## src/rtl/rng_arbiter_if.sv

```systemverilog
// rng_arbiter_if -- requester-side bundle for rng_arbiter.
//   req       : per-requester level request for one random word
//   ack       : per-requester acknowledge of the delivered word
//   gnt       : one-hot (or zero) grant
//   rnd_out   : captured random word
//   rnd_valid : rnd_out valid for the granted requester
// master = requesters (drive req/ack), slave = arbiter.
// NREQ must match the NREQ of the rng_arbiter it is bound to.
interface rng_arbiter_if #(
    parameter int NREQ = 4
);
    logic [NREQ-1:0] req;
    logic [NREQ-1:0] ack;
    logic [NREQ-1:0] gnt;
    logic [15:0]     rnd_out;
    logic            rnd_valid;

    modport master (output req, ack, input gnt, rnd_out, rnd_valid);
    modport slave  (input req, ack, output gnt, rnd_out, rnd_valid);
endinterface

```

## src/rtl/rng_arbiter.sv

```systemverilog
// rng_arbiter -- round-robin arbiter sharing one LFSR random source.
// A winner is granted, the LFSR is stepped STEP_CYCLES times, the current
// LFSR word is captured and held for the winner until it acknowledges
// (or drops its request).
//   clk, rst_n : clock, asynchronous active-low reset
//   bus        : rng_arbiter_if.slave (req, ack in; gnt, rnd_out, rnd_valid out)
//   lfsr_rnd   : current random word from the LFSR
//   lfsr_en    : LFSR advance enable (decoded from state)
module rng_arbiter #(
    parameter int NREQ        = 4,
    parameter int STEP_CYCLES = 4,
    parameter int IDLE_RUN    = 0
) (
    input  logic          clk,
    input  logic          rst_n,
    rng_arbiter_if.slave  bus,
    input  logic [15:0]   lfsr_rnd,
    output logic          lfsr_en
);
    localparam int PW = (NREQ > 1) ? $clog2(NREQ) : 1;
    localparam logic [NREQ-1:0] ONE = NREQ'(1);

    localparam logic [1:0] ST_IDLE    = 2'd0;
    localparam logic [1:0] ST_STEP    = 2'd1;
    localparam logic [1:0] ST_CAPTURE = 2'd2;
    localparam logic [1:0] ST_DELIVER = 2'd3;

    logic [1:0]      state;
    logic [7:0]      cnt;
    logic [PW-1:0]   ptr;
    logic [PW-1:0]   win_q;
    logic [NREQ-1:0] gnt_q;
    logic [15:0]     rnd_q;
    logic            valid_q;

    logic            any;
    logic [PW-1:0]   win;
    logic [PW-1:0]   ptr_after;
    logic            keep;

    assign bus.gnt       = gnt_q;
    assign bus.rnd_out   = rnd_q;
    assign bus.rnd_valid = valid_q;

    // Combinational so reset (which forces IDLE) immediately yields IDLE_RUN.
    assign lfsr_en = (state == ST_STEP) || ((state == ST_IDLE) && (IDLE_RUN != 0));

    // Pointer always moves one past the last winner, whether it was served
    // or withdrew.
    assign ptr_after = (win_q == PW'(NREQ-1)) ? '0 : win_q + PW'(1);
    assign keep      = bus.req[win_q];

    // Rotating search: first request at or above ptr, wrapping.
    always_comb begin
        int idx;
        idx = 0;
        any = 1'b0;
        win = '0;
        for (int i = 0; i < NREQ; i++) begin
            idx = (int'(ptr) + i) % NREQ;
            if (!any && bus.req[idx[PW-1:0]]) begin
                any = 1'b1;
                win = idx[PW-1:0];
            end
        end
    end

    always_ff @(posedge clk or negedge rst_n) begin
        if (!rst_n) begin
            state   <= ST_IDLE;
            cnt     <= '0;
            ptr     <= '0;
            win_q   <= '0;
            gnt_q   <= '0;
            rnd_q   <= '0;
            valid_q <= 1'b0;
        end else begin
            case (state)
                ST_IDLE: begin
                    if (any) begin
                        gnt_q <= ONE << win;
                        win_q <= win;
                        cnt   <= 8'(STEP_CYCLES - 1);
                        state <= ST_STEP;
                    end
                end
                ST_STEP: begin
                    if (!keep) begin
                        gnt_q <= '0;
                        ptr   <= ptr_after;
                        state <= ST_IDLE;
                    end else if (cnt == 8'd0) begin
                        state <= ST_CAPTURE;
                    end else begin
                        cnt <= cnt - 8'd1;
                    end
                end
                ST_CAPTURE: begin
                    // A withdrawal seen here wins over the capture, so a
                    // requester that leaves never disturbs rnd_out.
                    if (!keep) begin
                        gnt_q <= '0;
                        ptr   <= ptr_after;
                        state <= ST_IDLE;
                    end else begin
                        rnd_q   <= lfsr_rnd;
                        valid_q <= 1'b1;
                        state   <= ST_DELIVER;
                    end
                end
                default: begin // ST_DELIVER
                    // ack and withdrawal both release; rnd_out keeps its value.
                    if (bus.ack[win_q] || !keep) begin
                        gnt_q   <= '0;
                        valid_q <= 1'b0;
                        ptr     <= ptr_after;
                        state   <= ST_IDLE;
                    end
                end
            endcase
        end
    end
endmodule
```

## src/flat_wrapper.sv

```systemverilog
// flat-port wrapper written by rule: the top's interface ports become plain ports
module rng_arbiter_flat 
#(
    parameter int NREQ        = 4,
    parameter int STEP_CYCLES = 4,
    parameter int IDLE_RUN    = 0
)
  (clk, rst_n, lfsr_rnd, lfsr_en, bus_req, bus_ack, bus_gnt, bus_rnd_out, bus_rnd_valid);
  rng_arbiter_if #(.NREQ(NREQ)) bus_i ();
  input  logic clk;
  input  logic rst_n;
  input  logic [15:0] lfsr_rnd;
  output logic lfsr_en;
  input wire logic [$bits(bus_i.req)-1:0] bus_req;
  input wire logic [$bits(bus_i.ack)-1:0] bus_ack;
  output wire logic [$bits(bus_i.gnt)-1:0] bus_gnt;
  output wire logic [$bits(bus_i.rnd_out)-1:0] bus_rnd_out;
  output wire logic [$bits(bus_i.rnd_valid)-1:0] bus_rnd_valid;
  assign bus_i.req = bus_req;
  assign bus_i.ack = bus_ack;
  assign bus_gnt = bus_i.gnt;
  assign bus_rnd_out = bus_i.rnd_out;
  assign bus_rnd_valid = bus_i.rnd_valid;
  rng_arbiter #(.NREQ(NREQ), .STEP_CYCLES(STEP_CYCLES), .IDLE_RUN(IDLE_RUN)) u_core (.clk(clk), .rst_n(rst_n), .bus(bus_i), .lfsr_rnd(lfsr_rnd), .lfsr_en(lfsr_en));
endmodule
```

## config.mk

```make
export PLATFORM = sky130hd
export DESIGN_NAME = rng_arbiter_flat
export DESIGN_NICKNAME = d
export VERILOG_FILES = /design/src/rtl/rng_arbiter_if.sv /design/src/rtl/rng_arbiter.sv /design/src/flat_wrapper.sv
export SDC_FILE = /design/constraint.sdc
export NUM_CORES = 1
export LEC_CHECK = 0
export CAP_MARGIN = 30
export CORE_UTILIZATION = 62
export CTS_CLUSTER_DIAMETER = 60
export DETAILED_ROUTE_END_ITERATION = 12
export DONT_BUFFER_PORTS = 1
export GPL_TIMING_DRIVEN = 0
export PLACE_DENSITY = 0.78
export SLEW_MARGIN = 30
export SYNTH_ARGS = -nofsm -noshare
export SYNTH_HDL_FRONTEND = slang
export SYNTH_SLANG_ARGS = --single-unit
```

## constraint.sdc

```tcl
create_clock -name clk -period 2.1 [get_ports clk]
set_input_delay 0.42 -clock clk [delete_from_list [all_inputs] [get_ports clk]]
set_output_delay 0.42 -clock clk [all_outputs]
set_load 0.01 [all_outputs]
```

==> impl_metrics.py <==
metrics = {
    "grt": {
        "grt_pass1_vias": 1348,
        "grt_pass1_wl_um": 5830,
        "grt_util_met2": 0.391,
        "globalRouteMet1Util": 0.307,
        "busiest_layer": "met2",
        "grt_usage": 0.243,
        "grt_max_degree": 36,
        "grt_overflow_total": 0,
        "grt_use_met3": 0.0605,
        "antenna_found_initial": 0,
    },
    "placed_design": {
        "portBuffers": 0,
        "dp_hpwl_um": 2430,
        "dpl.cell_count": 186,
        "place_ws_ns": -0.0204,
        "place_congestion": 0.839,
    },
    "floorplan": {
        "dieWidth_um": 56.0,
        "core_area_um2": 2760,
        "ios": 48,
        "die_h_um": 56.0,
        "initial_core_util": 0.655,
        "dieArea_um2": 3130,
        "rows": 19,
    },
    "power_and_ir_drop": {
        "p_per_area_nw_per_um2": 1510,
        "finalPower_w": 0.00295,
        "leakage_nw": 0.915,
        "max-vdd-ir-drop_mv": 1.03,
    },
    "detailed_routing": {
        "finalWirelength_um": 3420,
        "drc": 0,
        "first_pass_iters": 4,
        "drtIter0Drc": 72,
        "routedWlPerCell_um": 17.3,
        "drt-vias-per-instance": 6.48,
        "ant_nets": 0,
        "via_count": 1283,
    },
    "sta": {
        "rsz0062_at_grt": "no",
        "report.final.slew_viol_count": 0,
        "worstMarginPinSlew_ns": 0.420,
        "setup_viol": 0,
        "worst_clock_skew_ns": 0.00566,
        "max_freq_ghz": 0.504,
        "slew_headroom": 0.717,
        "hold_viol_final": 0,
        "fin_ws_ns": 0.116,
        "period_needed_ns": 1.98,
        "post-route-period-util": 0.945,
    },
    "clocking": {
        "cts_tree": "built",
        "clockRootBuffer": "clkbuf_4",
        "clkSlewWorstSetupHoldPaths_ns": 0.11,
        "insertion_delay_ns": 0.34,
        "cts_inserted_buffers": 5,
        "htreeDepth": 2,
        "clk_path_buf_depth": 2,
        "clock-sinks": 35,
    },
    "logic_synthesis": {
        "synth_cells": 155,
        "yosysSeqAreaShare": 0.485,
        "synth.largest_area_cell": "dfrtp_1",
        "synthDistinctLibCells": 45,
        "netlist.area_leader.share": 0.485,
        "synth-seq-cells": 35,
        "synth_area_leaders": "dfrtp_1 (48%), mux2_2 (8.7%), ha_1 (4.8%), nor2_1 (3.1%), mux4_2 (2.5%)",
        "synth_area_per_cell_um2": 11.7,
        "syn_area_um2": 1810,
        "async_flop_share": 1.00,
        "synthesis.nets": 188,
        "synth_edf_count": 0,
        "yosysWarnings": 0,
        "synth-main-ff-cell": "dfrtp_1",
    },
    "setup_path": {
        "cp.required_ns": 2.38,
        "slowest_stage": "dfrtp_1",
        "cp_slowest_stage_delay_ns": 0.44,
        "regToRegSetupSlack_ns": 0.12,
        "arrival_ns": 2.27,
        "crit_type": "register to register",
        "cp_top_family": "compound AO/OA/AOI/OAI gates",
        "path_cells": "inv_1, ha_1, or3b_4, o211a_1, o21a_1, buf_6, a31oi_1, a41o_1",
        "crit_fanout": 10,
        "cp-end-kind": "register",
        "critPathLaunchType": "register",
        "critPathBufInv": 2,
    },
    "flow_run": {
        "maxCapViolCount": 0,
    },
    "run_status": {
        "status": "complete, no violations",
    },
    "final_layout": {
        "antennaDiodeCount": 0,
        "drive_gt1_frac": 0.222,
        "stdcell_count": 198,
        "area_growth_pct": 7.96,
        "layout.nets": 199,
        "final_core_util": 0.707,
    },
    "worst_hold_path": {
        "hold_class": "input port to register",
    },
}
## power breakdown
group | switching [W] | internal, W
logic | 0.000655 | 0.000626
registers | 0.000335 | 0.000967
clock network | 0.000235 | 0.000129
## placed cells by master (no fill, tap or decap), types with 4 or more instances in the layout
cell type,Yosys,routed
clkbuf_4,0,5
dfrtp_1,35,34
ha_1,7,7
nor2_1,15,15
o211ai_1,4,4
inv_1,6,6
a21oi_1,5,5
mux2_2,14,14
o21ai_0,6,6
a31oi_1,4,4
nand2_1,6,6
## metrics by stage
stage / hold WS (ns) / cell area, µm² / setup TNS (ns)
after global placement: 0.125 / 1850 / 0
after detailed placement: 0.125 / 1850 / -0.108
after global routing: 0.192 / 1950 / 0
after floorplan: 0.124 / 1810 / 0
after CTS: 0.196 / 1930 / 0
final: 0.203 / 1950 / 0
## metal layers
layer / up-vias / wire length [µm]
li1: 593 / -
met1: 647 / 1440
met2: 39 / 1710
met3: 4 / 233
met4: 0 / 36
met5: - / 0
## cell families after synthesis
logic type      count (synthesis)  synth area share
compound gates                 39             0.158
xor+xnor                        3            0.0145
fa+ha+maj                       7            0.0485
buf+inv                        11            0.0374
flops                          35             0.485
mux                            20             0.136
simple gates                   40             0.120
## cells in the mapped netlist (all sizes together) (2+ instances only)
master  count
clkbuf      2
o211ai      4
nor2       15
a32o        2
a41o        2
o31ai       2
buf         3
a21oi       5
o21ai       8
ha          7
nand2       7
xor2        3
nor3b       3
nor2b       3
mux2       17
inv         6
dfrtp      35
nor4        2
o21a        3
a31oi       4
mux4        2
a22o        2
nand2b      2
## area by class of cell
| class | count | area (µm²) |
|---|---|---|
| clock buffer | 6 | 41.3 |
| multi-input combinational | 109 | 866 |
| fill | 213 | 807 |
| clock inverter | 2 | 12.5 |
| buffer | 5 | 47.5 |
| sequential | 35 | 877 |
| inverter | 6 | 22.5 |
| timing repair buffer | 4 | 45.0 |
| tap | 31 | 38.8 |
## repair_timing
action | CTS | global route
setup buffers | 0 | 2
endpoints found under the hold margin | 35 | 0
setup endpoints to repair | 10 | 14
hold buffers | 2 | 0
resized for setup | 1 | 2
## sequential cells by signal, summed over array words and instances (netlist names)
signal and flops:
u_core.bus.rnd_out 16, u_core.cnt 8, u_core.bus.gnt 4, u_core.ptr 2
u_core.state 2, u_core.win_q 2, u_core.bus.rnd_valid 1
## path summary, 6_finish.rpt
| path | from | cells past startpoint | endpoint |
|---|---|---|---|
| max reg2reg | u_core.cnt[1] | 8 | u_core.cnt[6] |
| max in group asynchronous | rst_n | 2 | u_core.win_q[0] |
| max | u_core.cnt[1] | 8 | u_core.cnt[6] |
| min | lfsr_rnd[3] | 1 | u_core.bus.rnd_out[3] |
| min reg2reg | u_core.bus.rnd_out[3] | 1 | u_core.bus.rnd_out[3] |
| min in group asynchronous | rst_n | 2 | u_core.ptr[1] |
Note: power is estimated with default switching activity, not from simulation.
